[src/rtl/ghost_nav.sv]
// ghost_nav: one ghost's tile-grid navigator (position, direction, target-seeking turns).
// Define GHOST_FRIGHTENED_EN to build the LFSR-driven random turns used in frightened mode.
`ifndef TILE_COL_NUM
`define TILE_COL_NUM 32
`endif
`ifndef TILE_ROW_NUM
`define TILE_ROW_NUM 16
`endif
`ifndef WIDTH
`define WIDTH 640
`endif
`ifndef HEIGHT
`define HEIGHT 320
`endif
`ifndef DIR_UP
`define DIR_UP    2'd0
`define DIR_LEFT  2'd1
`define DIR_DOWN  2'd2
`define DIR_RIGHT 2'd3
`endif

module ghost_nav #(
    parameter int         TILE_SIZE   = 20,
    parameter int         SPEED       = 20,
    parameter int         COLS        = `TILE_COL_NUM,
    parameter int         ROWS        = `TILE_ROW_NUM,
    parameter int         START_COL   = 1,
    parameter int         START_ROW   = 8,
    parameter logic [1:0] START_DIR   = `DIR_RIGHT,
    parameter int         SCATTER_COL = 0,
    parameter int         SCATTER_ROW = 0
) (
    input  logic                       clk,
    input  logic                       reset,
    input  logic                       step,
    input  logic [1:0]                 mode,
    input  logic [$clog2(COLS)-1:0]    target_col,
    input  logic [$clog2(ROWS)-1:0]    target_row,
    input  logic [ROWS*COLS-1:0]       tilemap_walls,
    output logic [$clog2(`WIDTH)-1:0]  x,
    output logic [$clog2(`HEIGHT)-1:0] y,
    output logic [1:0]                 ghost_direction,
    output logic [$clog2(COLS)-1:0]    tile_col,
    output logic [$clog2(ROWS)-1:0]    tile_row,
    output logic                       busy,
    output logic                       moved
);
    localparam int CW = $clog2(COLS);
    localparam int RW = $clog2(ROWS);
    localparam int XW = $clog2(`WIDTH);
    localparam int YW = $clog2(`HEIGHT);
    localparam int SW = CW + RW + 1;
    localparam int OW = $clog2(TILE_SIZE + 1);
    localparam int NB = CW + RW + 1;

    typedef enum logic [1:0] {IDLE, EVAL, MOVE} state_t;

    state_t        state;
    logic [OW-1:0] offset;
    logic [1:0]    cidx, mode_q, eval_mode, mv_dir, best_dir;
    logic          rev_pend, best_vld, mv_go;
    logic [SW-1:0] best_score;

    // Packed as {off_grid, row, col}.
    function automatic logic [NB-1:0] neighbour(input logic [1:0] d,
                                                input logic [CW-1:0] c,
                                                input logic [RW-1:0] r);
        logic          off;
        logic [CW-1:0] nc;
        logic [RW-1:0] nr;
        off = 1'b0;
        nc  = c;
        nr  = r;
        case (d)
            `DIR_UP:   begin off = (r == '0);              nr = r - 1'b1; end
            `DIR_LEFT: begin off = (c == '0);              nc = c - 1'b1; end
            `DIR_DOWN: begin off = (r == RW'(ROWS - 1));   nr = r + 1'b1; end
            default:   begin off = (c == CW'(COLS - 1));   nc = c + 1'b1; end
        endcase
        return {off, nr, nc};
    endfunction

    function automatic logic tile_open(input logic [NB-1:0] nb, input logic [ROWS*COLS-1:0] walls);
        int idx;
        idx = int'(nb[CW+RW-1:CW]) * COLS + int'(nb[CW-1:0]);
        return !nb[NB-1] && (idx < ROWS * COLS) && !walls[idx];
    endfunction

    logic [1:0]    cand_dir, rev_dir, dec_dir;
    logic [NB-1:0] cand_nb, rev_nb;
    logic          cand_legal, cand_better, rev_open, dec_go;
    logic [CW-1:0] tgt_col, dc;
    logic [RW-1:0] tgt_row, dr;
    logic [SW-1:0] cand_score;
    logic [OW-1:0] off_sum;
    logic          wrap;

`ifdef GHOST_FRIGHTENED_EN
    logic [15:0] lfsr;
    logic [1:0]  rot_start, rank;

    always_ff @(posedge clk) begin
        if (!reset) lfsr <= 16'hACE1;
        else        lfsr <= {lfsr[14:0], lfsr[15] ^ lfsr[13] ^ lfsr[12] ^ lfsr[10]};
    end
`endif

    always_comb begin
        cand_dir   = cidx;
        rev_dir    = ghost_direction ^ 2'b10;
        cand_nb    = neighbour(cand_dir, tile_col, tile_row);
        rev_nb     = neighbour(rev_dir, tile_col, tile_row);
        rev_open   = tile_open(rev_nb, tilemap_walls);
        cand_legal = (cand_dir != rev_dir) && tile_open(cand_nb, tilemap_walls);
        tgt_col    = (eval_mode == 2'b01) ? target_col : CW'(SCATTER_COL);
        tgt_row    = (eval_mode == 2'b01) ? target_row : RW'(SCATTER_ROW);
        dc = (cand_nb[CW-1:0] >= tgt_col) ? cand_nb[CW-1:0] - tgt_col : tgt_col - cand_nb[CW-1:0];
        dr = (cand_nb[CW+RW-1:CW] >= tgt_row) ? cand_nb[CW+RW-1:CW] - tgt_row
                                              : tgt_row - cand_nb[CW+RW-1:CW];
        cand_score = SW'(dc) + SW'(dr);
`ifdef GHOST_FRIGHTENED_EN
        // Rotational rank from the LFSR start index: lowest legal rank wins.
        rank = cidx - rot_start;
        if (eval_mode == 2'b10) cand_score = SW'(rank);
`endif
        cand_better = cand_legal && (!best_vld || cand_score < best_score);

        // Final decision, valid in the cycle candidate 3 is scored.
        dec_dir = ghost_direction;
        dec_go  = 1'b0;
        if (rev_pend && rev_open) begin
            dec_dir = rev_dir;
            dec_go  = 1'b1;
        end else if (cand_better) begin
            dec_dir = cand_dir;
            dec_go  = 1'b1;
        end else if (best_vld) begin
            dec_dir = best_dir;
            dec_go  = 1'b1;
        end else if (rev_open) begin
            dec_dir = rev_dir;
            dec_go  = 1'b1;
        end

        off_sum = offset + OW'(SPEED);
        wrap    = (off_sum == OW'(TILE_SIZE));
    end

    always_ff @(posedge clk) begin
        if (!reset) begin
            state           <= IDLE;
            x               <= XW'(START_COL * TILE_SIZE);
            y               <= YW'(START_ROW * TILE_SIZE);
            tile_col        <= CW'(START_COL);
            tile_row        <= RW'(START_ROW);
            ghost_direction <= START_DIR;
            offset          <= '0;
            busy            <= 1'b0;
            moved           <= 1'b0;
            rev_pend        <= 1'b0;
            mode_q          <= mode;
            eval_mode       <= 2'b00;
            cidx            <= 2'd0;
            best_vld        <= 1'b0;
            best_score      <= '0;
            best_dir        <= 2'd0;
            mv_dir          <= START_DIR;
            mv_go           <= 1'b0;
`ifdef GHOST_FRIGHTENED_EN
            rot_start       <= 2'd0;
`endif
        end else begin
            moved  <= 1'b0;
            mode_q <= mode;
            case (state)
                IDLE: if (step) begin
                    busy <= 1'b1;
                    if (offset == '0) begin
                        state     <= EVAL;
                        cidx      <= 2'd0;
                        best_vld  <= 1'b0;
                        eval_mode <= mode;
`ifdef GHOST_FRIGHTENED_EN
                        rot_start <= lfsr[1:0];
`endif
                    end else begin
                        state  <= MOVE;
                        mv_dir <= ghost_direction;
                        mv_go  <= 1'b1;
                    end
                end
                EVAL: begin
                    if (cand_better) begin
                        best_vld   <= 1'b1;
                        best_score <= cand_score;
                        best_dir   <= cand_dir;
                    end
                    cidx <= cidx + 2'd1;
                    if (cidx == 2'd3) begin
                        state    <= MOVE;
                        mv_dir   <= dec_dir;
                        mv_go    <= dec_go;
                        rev_pend <= 1'b0;
                    end
                end
                MOVE: begin
                    state           <= IDLE;
                    busy            <= 1'b0;
                    moved           <= 1'b1;
                    ghost_direction <= mv_dir;
                    if (mv_go) begin
                        offset <= wrap ? '0 : off_sum;
                        case (mv_dir)
                            `DIR_UP: begin
                                y <= y - YW'(SPEED);
                                if (wrap) tile_row <= tile_row - 1'b1;
                            end
                            `DIR_LEFT: begin
                                x <= x - XW'(SPEED);
                                if (wrap) tile_col <= tile_col - 1'b1;
                            end
                            `DIR_DOWN: begin
                                y <= y + YW'(SPEED);
                                if (wrap) tile_row <= tile_row + 1'b1;
                            end
                            default: begin
                                x <= x + XW'(SPEED);
                                if (wrap) tile_col <= tile_col + 1'b1;
                            end
                        endcase
                    end
                end
                default: state <= IDLE;
            endcase
            // A mode change in the same cycle as a decision still arms the next reversal.
            if (mode != mode_q) rev_pend <= 1'b1;
        end
    end
endmodule

[config.mk]
export PLATFORM = sky130hd
export DESIGN_NAME = ghost_nav
export DESIGN_NICKNAME = d
export VERILOG_FILES = /design/src/rtl/ghost_nav.sv
export SDC_FILE = /design/constraint.sdc
export NUM_CORES = 1
export LEC_CHECK = 0
export CAP_MARGIN = 20
export CORE_AREA = 3 3 213 215
export DETAILED_ROUTE_END_ITERATION = 10
export DIE_AREA = 0 0 216 218
export PLACE_DENSITY = 0.73
export RECOVER_POWER = 25
export SLEW_MARGIN = 0
export SYNTH_ARGS = -nofsm -noshare
export SYNTH_HDL_FRONTEND = slang
export SYNTH_SLANG_ARGS = --single-unit
[constraint.sdc]
create_clock -name clk -period 9.18 [get_ports clk]
set_input_delay 1.377 -clock clk [delete_from_list [all_inputs] [get_ports clk]]
set_output_delay 1.377 -clock clk [all_outputs]
set_load 0.05 [all_outputs]
==> implementation parameters, run 1 <==
Parameter                              Value

Clock tree
  Cell at the root of the clock tree    sky130_fd_sc_hd__clkbuf_16
  Number of clock buffers inserted by TritonCTS    5
  Hold buffer count at cts    0
  CTS tree    built
  Gates resized, CTS repair    0
  Total setup buffers inserted after CTS    0
  Worst-case clock buffer depth    2
  Clock transition at path regs    70 ps
  Clock latency at the later pin of the worst-skew pair    290 ps
  Number of levels in the clock H-tree    2
  Sink Count    52

Setup path
  Cell-by-cell listing of the critical path    inv_1 -> ha_1 -> nor2_1 -> xnor2_2 -> clkinv_1 -> ha_1 -> fa_1 -> mux2i_1 -> ha_1 -> a21o_1 -> a21oi_1 -> xnor2_1 -> ha_1 -> a21oi_1 -> nor2b_1 -> o21ai_0 -> nand2b_1 -> a21oi_1 -> nand4_1 -> or2_1 -> mux2i_1 -> nor2_1
  Worst path arrival time    7410 ps
  Type of the worst setup path    flip-flop to flip-flop
  Max incr delay on CP    810 ps
  Most frequent cell on the critical path    sky130_fd_sc_hd__ha_1
  Critical path startpoint category    flip-flop
  Delay-heaviest family, CP    adder cells
  Nature of the critical path endpoint    flip-flop
  Master of the slowest instance on the critical path    sky130_fd_sc_hd__xnor2_2
  Number of buffer and inverter instances along the worst setup path    2
  WP data required    9340 ps
  Worst-path maximum fanout    15

Floorplan
  Area enclosed by the die boundary    47,100 µm²
  Y dimension of the die    218 µm
  Initial core utilization    0.383
  Area of the core    43,900 µm²
  Width of the chip    216 µm
  Standard-cell rows    77
  Number of top-level pins    558

GRT
  M2 GR Usage    0.599
  M3 GR Usage    0.0966
  Number of global-route vias before repair    20,800
  Antenna violations before repair    17
  Global-route layer with the greatest usage    met2
  Combined global-route utilization of all metal layers    0.376
  First-pass GRT wire length    135 mm
  Aggregate global routing overflow    0
  GR met1 Demand/Resource    0.464
  Largest net degree at the start of global routing    156

Synthesis
  Gate count after technology mapping    2,078
  Per-instance average area after synthesis    8.10 µm²
  Post-synthesis instance area    16,800 µm²
  Cell types occupying the most area after synthesis    sky130_fd_sc_hd__mux4_2 (27%), sky130_fd_sc_hd__nand2_1 (8.7%), sky130_fd_sc_hd__mux2i_1 (7.5%)
  Sequential-to-total area share from yosys stat    0.0618
  Top FF cell, synth    sky130_fd_sc_hd__dfxtp_1
  Number of synthesized register bits    52
  Number of enable flip-flop cells after synthesis    0
  Async S/R FF share, synth    0
  Synth Warn #    0
  Post-synthesis cell type with the largest combined area    sky130_fd_sc_hd__mux4_2
  Count of different cell masters after synthesis    92
  Top-area cell type share of the netlist area    0.271

Pwr
  Peak ir drop on the vdd network    0.0975 mV
  Pleak    7.98 nW
  Power, Total    1.39 mW
  Power Dens Cells    61.2 nW/µm²

STA
  Maximum frequency from static timing analysis    138 MHz
  Transition time of the tightest slew-check pin    1220 ps
  Final Hold Vio Count    0
  Final clock period utilization by the worst path    0.791
  Slew HR    0.186
  Total negative slack for setup checks    0 ps
  Final count of pins violating max slew    0
  Post-route setup slack    1920 ps
  Final clock skew    5.61 ps
  Shortest clock period the worst path allows after layout    7260 ps
  Setup repair after global routing missed its margin    no
  Final setup violation count    0

Placed design
  Global placer's final weighted congestion    0.983
  Hpwl dp    71.5 mm
  Pre-CTS setup slack    2230 ps
  Count of input and output buffers    553

Final layout
  Nets@finish    3,059
  Ratio of cells with drive above 1 in the final layout    0.136
  Synthesis-to-layout area growth    35.2%
  Combined flip-flop and latch cell area    1050 µm²
  Total area of multi-input combinational cells    14,700 µm²
  Total of fill cells in the finished design    4,131

Detailed routing
  Residual DRC    0
  First-iteration detailed-routing DRC count    3,568
  Final routed wirelength across all metal layers    93.6 mm
  Vias    21,600
  Vias per Instance    7.00
  First-pass iteration count of the detailed router    6
  Count of nets left with antenna violations after detail routing    0
  Routed len/inst    30.3 µm

Run status
  Status    finished clean

Flow run
  Number of maximum-capacitance constraint violations    0

Min path
  Hold crit path type    flip-flop to flip-flop
## synthesized netlist by cell type, drive strengths merged (7+ instances only)
cell type    n
a221oi       9
o221ai      14
o22ai       28
clkbuf      79
o21ai       95
a31oi       71
a311oi      20
nand2b      16
nand4       36
ha          48
a21o        16
mux2        46
a22oi       20
or3          7
fa           7
xnor2       29
xor2        17
nand3       86
mux4       205
a21oi      110
a211oi      37
and3        12
buf        128
or2          7
nor4        21
nor3        38
dfxtp       52
o211ai      13
a32oi       10
nand2      391
nor2b       34
mux2i      127
inv         45
nor2       100
## through the flow
step | std cells | util | hold WS [ps] | area, µm²
2_1_floorplan | 2081 | - | 443 | 16900
3_3_place_gp | 3062 | 0.514 | 458 | 22600
3_5_place_dp | 3063 | 0.514 | 463 | 22600
4_1_cts | 3071 | 0.517 | 476 | 22700
5_1_grt | 3080 | 0.518 | 500 | 22800
6_report | 3086 | 0.518 | 476 | 22800
## power by group
group	switching [mW]	internal, mW
Combinational	0.443	0.507
Sequential	0.00708	0.233
Clock	0.0864	0.118
## worst min-delay path, cell delays in order, from the launching register on
cell,delay [ps]
sky130_fd_sc_hd__dfxtp_1,320
sky130_fd_sc_hd__nand2_1,60
sky130_fd_sc_hd__a21oi_1,50
## flip-flops by register name, summed over array words and instances (netlist names)
signal,count
state,2
tile_col,5
best_vld,1
mv_go,1
mv_dir,2
y,7
best_score,6
ghost_direction,2
best_dir,2
x,8
offset,3
moved,1
mode_q,2
eval_mode,2
cand_dir,2
tile_row,4
busy,1
rev_pend,1
## final timing paths
path	to	cells past startpoint	start	slack [ps]
hold reg to reg	offset[3]$_SDFFE_PN0P_	2	offset[3]$_SDFFE_PN0P_	480
setup / recovery	best_score[4]$_SDFFE_PN0P_	22	cand_dir[0]$_SDFFE_PN0P_	1920
setup reg to reg	best_score[4]$_SDFFE_PN0P_	22	cand_dir[0]$_SDFFE_PN0P_	1920
hold / removal	offset[3]$_SDFFE_PN0P_	2	offset[3]$_SDFFE_PN0P_	480
## metal layers
layer,routed length (µm),share of wire
met1,33100,0.35
met2,41500,0.44
met3,12000,0.13
met4,7030,0.075
met5,54,0.00058
## cells in the final DEF (no fill, tap or decap), types with 46 or more instances in the layout
master | Yosys | final
sky130_fd_sc_hd__mux4_2 | 203 | 203
sky130_fd_sc_hd__ha_1 | 48 | 48
sky130_fd_sc_hd__clkdlybuf4s50_1 | 0 | 541
sky130_fd_sc_hd__mux2_2 | 46 | 46
sky130_fd_sc_hd__mux2i_1 | 126 | 126
sky130_fd_sc_hd__o21ai_0 | 92 | 90
sky130_fd_sc_hd__nand3_1 | 86 | 86
sky130_fd_sc_hd__nor2_1 | 99 | 96
sky130_fd_sc_hd__dfxtp_1 | 52 | 49
sky130_fd_sc_hd__a31oi_1 | 71 | 70
sky130_fd_sc_hd__a21oi_1 | 109 | 109
sky130_fd_sc_hd__nand2_1 | 390 | 390
## cell families (layout without fill, tap and decap cells)
kind of cell | Yosys count | in the layout | share of synthesized area
other | 1 | 19 | 0.000223
AOI/OAI and AO/OA | 522 | 522 | 0.208
xor gates and xnor gates | 46 | 46 | 0.0259
muxes | 378 | 378 | 0.382
and+or+nand+nor | 770 | 770 | 0.206
DFF | 52 | 52 | 0.0618
buffers and inverters | 254 | 652 | 0.0724
adders and majority gates | 55 | 55 | 0.0440
## area by class of cell
| class | instances | share of cell area |
|---|---|---|
| antenna | 15 | 0.00165 |
| inverter | 47 | 0.00808 |
| tap | 592 | 0.0325 |
| sequential | 52 | 0.0462 |
| multi-input combinational | 1775 | 0.646 |
| clock inverter | 1 | 0.000220 |
| clock buffer | 7 | 0.00676 |
| timing repair buffer | 597 | 0.259 |
(Power assumes the default switching activity.)
==> run 2, diff against run 1 <==
- clock period: 9.18 -> 7.5 ns (I/O delays scaled with it)
==> run 2 against run 1 <==
  * Fmax is 14% higher
  * Via count is 1.0% lower
  * Cell count is 0.29% higher
  * Sequential share of layout area hardly changed
  * Worst setup slack worse by 800 ps
  * Sequential power is 22% higher
  * Highest routed layer unchanged
==> implementation parameters, run 2 (synthesized netlist as in run 1, its figures left out) <==
Parameter                              Value

Final layout
  Layout Cell Area excl Fill    22,800 µm² (about the same)
  Ratio of cells with drive above 1 in the final layout    0.140 (was 0.136)
  Post-route non-filler standard cell count    3,095 (was 3,086)
  Leading cell type in the layout, fill and taps excluded    sky130_fd_sc_hd__clkdlybuf4s50_1 (unchanged)
  Top register by number of flip-flops    x (unchanged)
  Most used cells in the layout excluding fill and tap cells    sky130_fd_sc_hd__clkdlybuf4s50_1 (540), sky130_fd_sc_hd__nand2_1 (390), sky130_fd_sc_hd__mux4_2 (203) (was sky130_fd_sc_hd__clkdlybuf4s50_1 (541), sky130_fd_sc_hd__nand2_1 (390), sky130_fd_sc_hd__mux4_2 (203))
  Number of flip-flops under the largest register name    8 (unchanged)
  Regs by FF count    x x8, y x7, best_score x6 (unchanged)
  Synthesis-to-layout area growth    35.5% (was 35.2%)
  Nets@finish    3,068 (was 3,059)

Detailed routing
  Vias per Instance    6.91 (was 7.00)
  Routed len/inst    30.2 µm (was 30.3 µm)
  Final routed wirelength across all metal layers    93.5 mm (was 93.6 mm)
  First-iteration detailed-routing DRC count    2,996 (was 3,568)
  Count of nets left with antenna violations after detail routing    0 (unchanged)
  Vias    21,400 (was 21,600)
  First-pass iteration count of the detailed router    8 (was 6)
  Residual DRC    0 (unchanged)

Placed design
  Hpwl dp    72.3 mm (was 71.5 mm)
  Area post-placement    22,600 µm² (about the same)
  Pre-CTS setup slack    1380 ps (was 2230 ps)
  Number of placed cells counting well taps    3,072 (was 3,063)
  Count of input and output buffers    553 (unchanged)
  Global placer's final weighted congestion    1.03 (was 0.983)

Setup path
  Master of the slowest instance on the critical path    sky130_fd_sc_hd__xnor2_2 (unchanged)
  Worst flop-to-flop path startpoint    cand_dir[0]$_SDFFE_PN0P_ (unchanged)
  Critical path startpoint category    flip-flop (unchanged)
  Worst path arrival time    6540 ps (was 7410 ps)
  Cell-by-cell listing of the critical path    inv_1 -> ha_1 -> nor2_1 -> xnor2_2 -> ha_1 -> fa_1 -> nand2_1 -> a21o_1 -> a21oi_1 -> mux2i_1 -> ha_1 -> a21o_1 -> a21oi_1 -> xnor2_1 -> ha_1 -> a21oi_1 -> nor2b_1 -> o21ai_0 -> nand2b_1 -> a21oi_1 -> nand4_1 -> or2_1 -> a21oi_1 -> nor2_1 (was inv_1 -> ha_1 -> nor2_1 -> xnor2_2 -> clkinv_1 -> ha_1 -> fa_1 -> mux2i_1 -> ha_1 -> a21o_1 -> a21oi_1 -> xnor2_1 -> ha_1 -> a21oi_1 -> nor2b_1 -> o21ai_0 -> nand2b_1 -> a21oi_1 -> nand4_1 -> or2_1 -> mux2i_1 -> nor2_1)
  Reg-to-reg setup timing slack    1120 ps (was 1920 ps)
  Worst-path maximum fanout    15 (unchanged)
  Max incr delay on CP    810 ps (about the same)
  Type of the worst setup path    flip-flop to flip-flop (unchanged)
  Most frequent cell on the critical path    sky130_fd_sc_hd__a21oi_1 (was sky130_fd_sc_hd__ha_1)
  Endpoint of the most critical register-to-register path    best_dir[1]$_SDFFE_PN0P_ (was best_score[4]$_SDFFE_PN0P_)
  WP data required    7660 ps (was 9340 ps)
  Worst R2R Path Depth    24 (was 22)
  Nature of the critical path endpoint    flip-flop (unchanged)

Clock tree
  Worst-case clock buffer depth    2 (unchanged)
  Cell at the root of the clock tree    sky130_fd_sc_hd__clkbuf_16 (unchanged)
  Clock transition at path regs    80 ps (was 70 ps)
  Sink Count    52 (unchanged)
  Gates resized, CTS repair    0 (unchanged)
  Total setup buffers inserted after CTS    0 (unchanged)
  Number of clock buffers inserted by TritonCTS    5 (unchanged)
  Hold buffer count at cts    0 (unchanged)
  CTS tree    built (unchanged)
  Number of levels in the clock H-tree    2 (unchanged)
  Clock latency at the later pin of the worst-skew pair    300 ps (was 290 ps)

STA
  Slew HR    0.203 (was 0.186)
  Shortest clock period the worst path allows after layout    6380 ps (was 7260 ps)
  Final clock period utilization by the worst path    0.851 (was 0.791)
  Setup repair after global routing missed its margin    no (unchanged)
  Post-route setup slack    1120 ps (was 1920 ps)
  Final Hold Vio Count    0 (unchanged)
  Maximum frequency from static timing analysis    157 MHz (was 138 MHz)
  Final setup violation count    0 (unchanged)
  Final clock skew    14.0 ps (was 5.61 ps)
  Final count of pins violating max slew    0 (unchanged)
  Total negative slack for setup checks    0 ps (unchanged)
  Transition time of the tightest slew-check pin    1190 ps (was 1220 ps)

GRT
  Antenna violations before repair    23 (was 17)
  Combined global-route utilization of all metal layers    0.375 (was 0.376)
  First-pass GRT wire length    134 mm (was 135 mm)
  Largest net degree at the start of global routing    151 (was 156)
  Aggregate global routing overflow    0 (unchanged)
  Number of global-route vias before repair    20,800 (about the same)

Flow run
  Number of maximum-capacitance constraint violations    0 (unchanged)

Floorplan
  Area of the core    43,900 µm² (unchanged)
  Width of the chip    216 µm (unchanged)
  Initial core utilization    0.383 (unchanged)
  Number of top-level pins    558 (unchanged)
  Standard-cell rows    77 (unchanged)
  Y dimension of the die    218 µm (unchanged)
  Area enclosed by the die boundary    47,100 µm² (unchanged)

Run status
  Status    finished clean (unchanged)

Min path
  Hold EP    best_score[2]$_SDFFE_PN0P_ (was offset[3]$_SDFFE_PN0P_)
  Cell depth of the worst hold path    2 (unchanged)
  Hold crit path type    flip-flop to flip-flop (unchanged)
  Startpoint of the worst hold path    best_score[2]$_SDFFE_PN0P_ (was offset[3]$_SDFFE_PN0P_)

Pwr
  Power Dens Cells    74.6 nW/µm² (was 61.2 nW/µm²)
  Power, Total    1.70 mW (was 1.39 mW)
  Peak ir drop on the vdd network    0.0924 mV (was 0.0975 mV)
  Pleak    8.02 nW (was 7.98 nW)
-- run 2: worst max path at each step --
stage	from	end	slack, ps	cells past startpoint
2_1_floorplan	tile_col[0]$_SDFFE_PN1P_	best_score[0]$_SDFFE_PN0P_	220	35
3_3_place_gp	target_col[1]	best_dir[1]$_SDFFE_PN0P_	1400	23
3_5_place_dp	target_col[1]	best_score[5]$_SDFFE_PN0P_	1380	23
4_1_cts	cand_dir[0]$_SDFFE_PN0P_	best_dir[1]$_SDFFE_PN0P_	1340	24
5_1_grt	cand_dir[0]$_SDFFE_PN0P_	best_score[4]$_SDFFE_PN0P_	820	24
6_report	cand_dir[0]$_SDFFE_PN0P_	best_dir[1]$_SDFFE_PN0P_	1120	24
-- run 2: where the power goes --
group          total [mW]  switching, mW  internal [mW]  leakage, nW
Combinational        1.16          0.535          0.623         7.53
Sequential          0.294        0.00893          0.285        0.423
Clock               0.250          0.123          0.127       0.0720
Total                1.70          0.667           1.04         8.02
-- run 2: per-stage QoR --
step,hold WS [ps],utilization
global placement,460,0.515
CTS,478,0.518
global route,497,0.519
detailed placement,468,0.515
floorplan,443,-
finish,477,0.519
-- run 2: area by class of cell --
class                           count  area, µm²
Inverter                           47        184
Timing Repair Buffer              606       5950
Sequential cell                    52       1050
Multi-Input combinational cell   1775      14700
Clock buffer                        5        125
Tap cell                          592        741
Fill cell                        4107      21100
Clock inverter                      3       27.5
Antenna cell                       15       37.5
-- run 2: metal layers --
layer,vias to the layer above,part of all wire,track usage
li1,8895,-,-
met3,442,0.12,0.104
met5,-,0.0011,0
met2,1752,0.45,0.596
met1,10300,0.35,0.450
met4,16,0.076,0.236
-- run 2: worst max-delay path: cells and delay by family (launching register included) --
kind | cells | cell delay (ps)
AO/OA/AOI/OAI | 8 | 1560
AND/OR/NAND/NOR | 7 | 1180
multiplexers | 1 | 400
XOR/XNOR | 2 | 990
adder cells (fa/ha/maj) | 5 | 1570
buffers and inverters | 1 | 150
flip-flops | 1 | 370
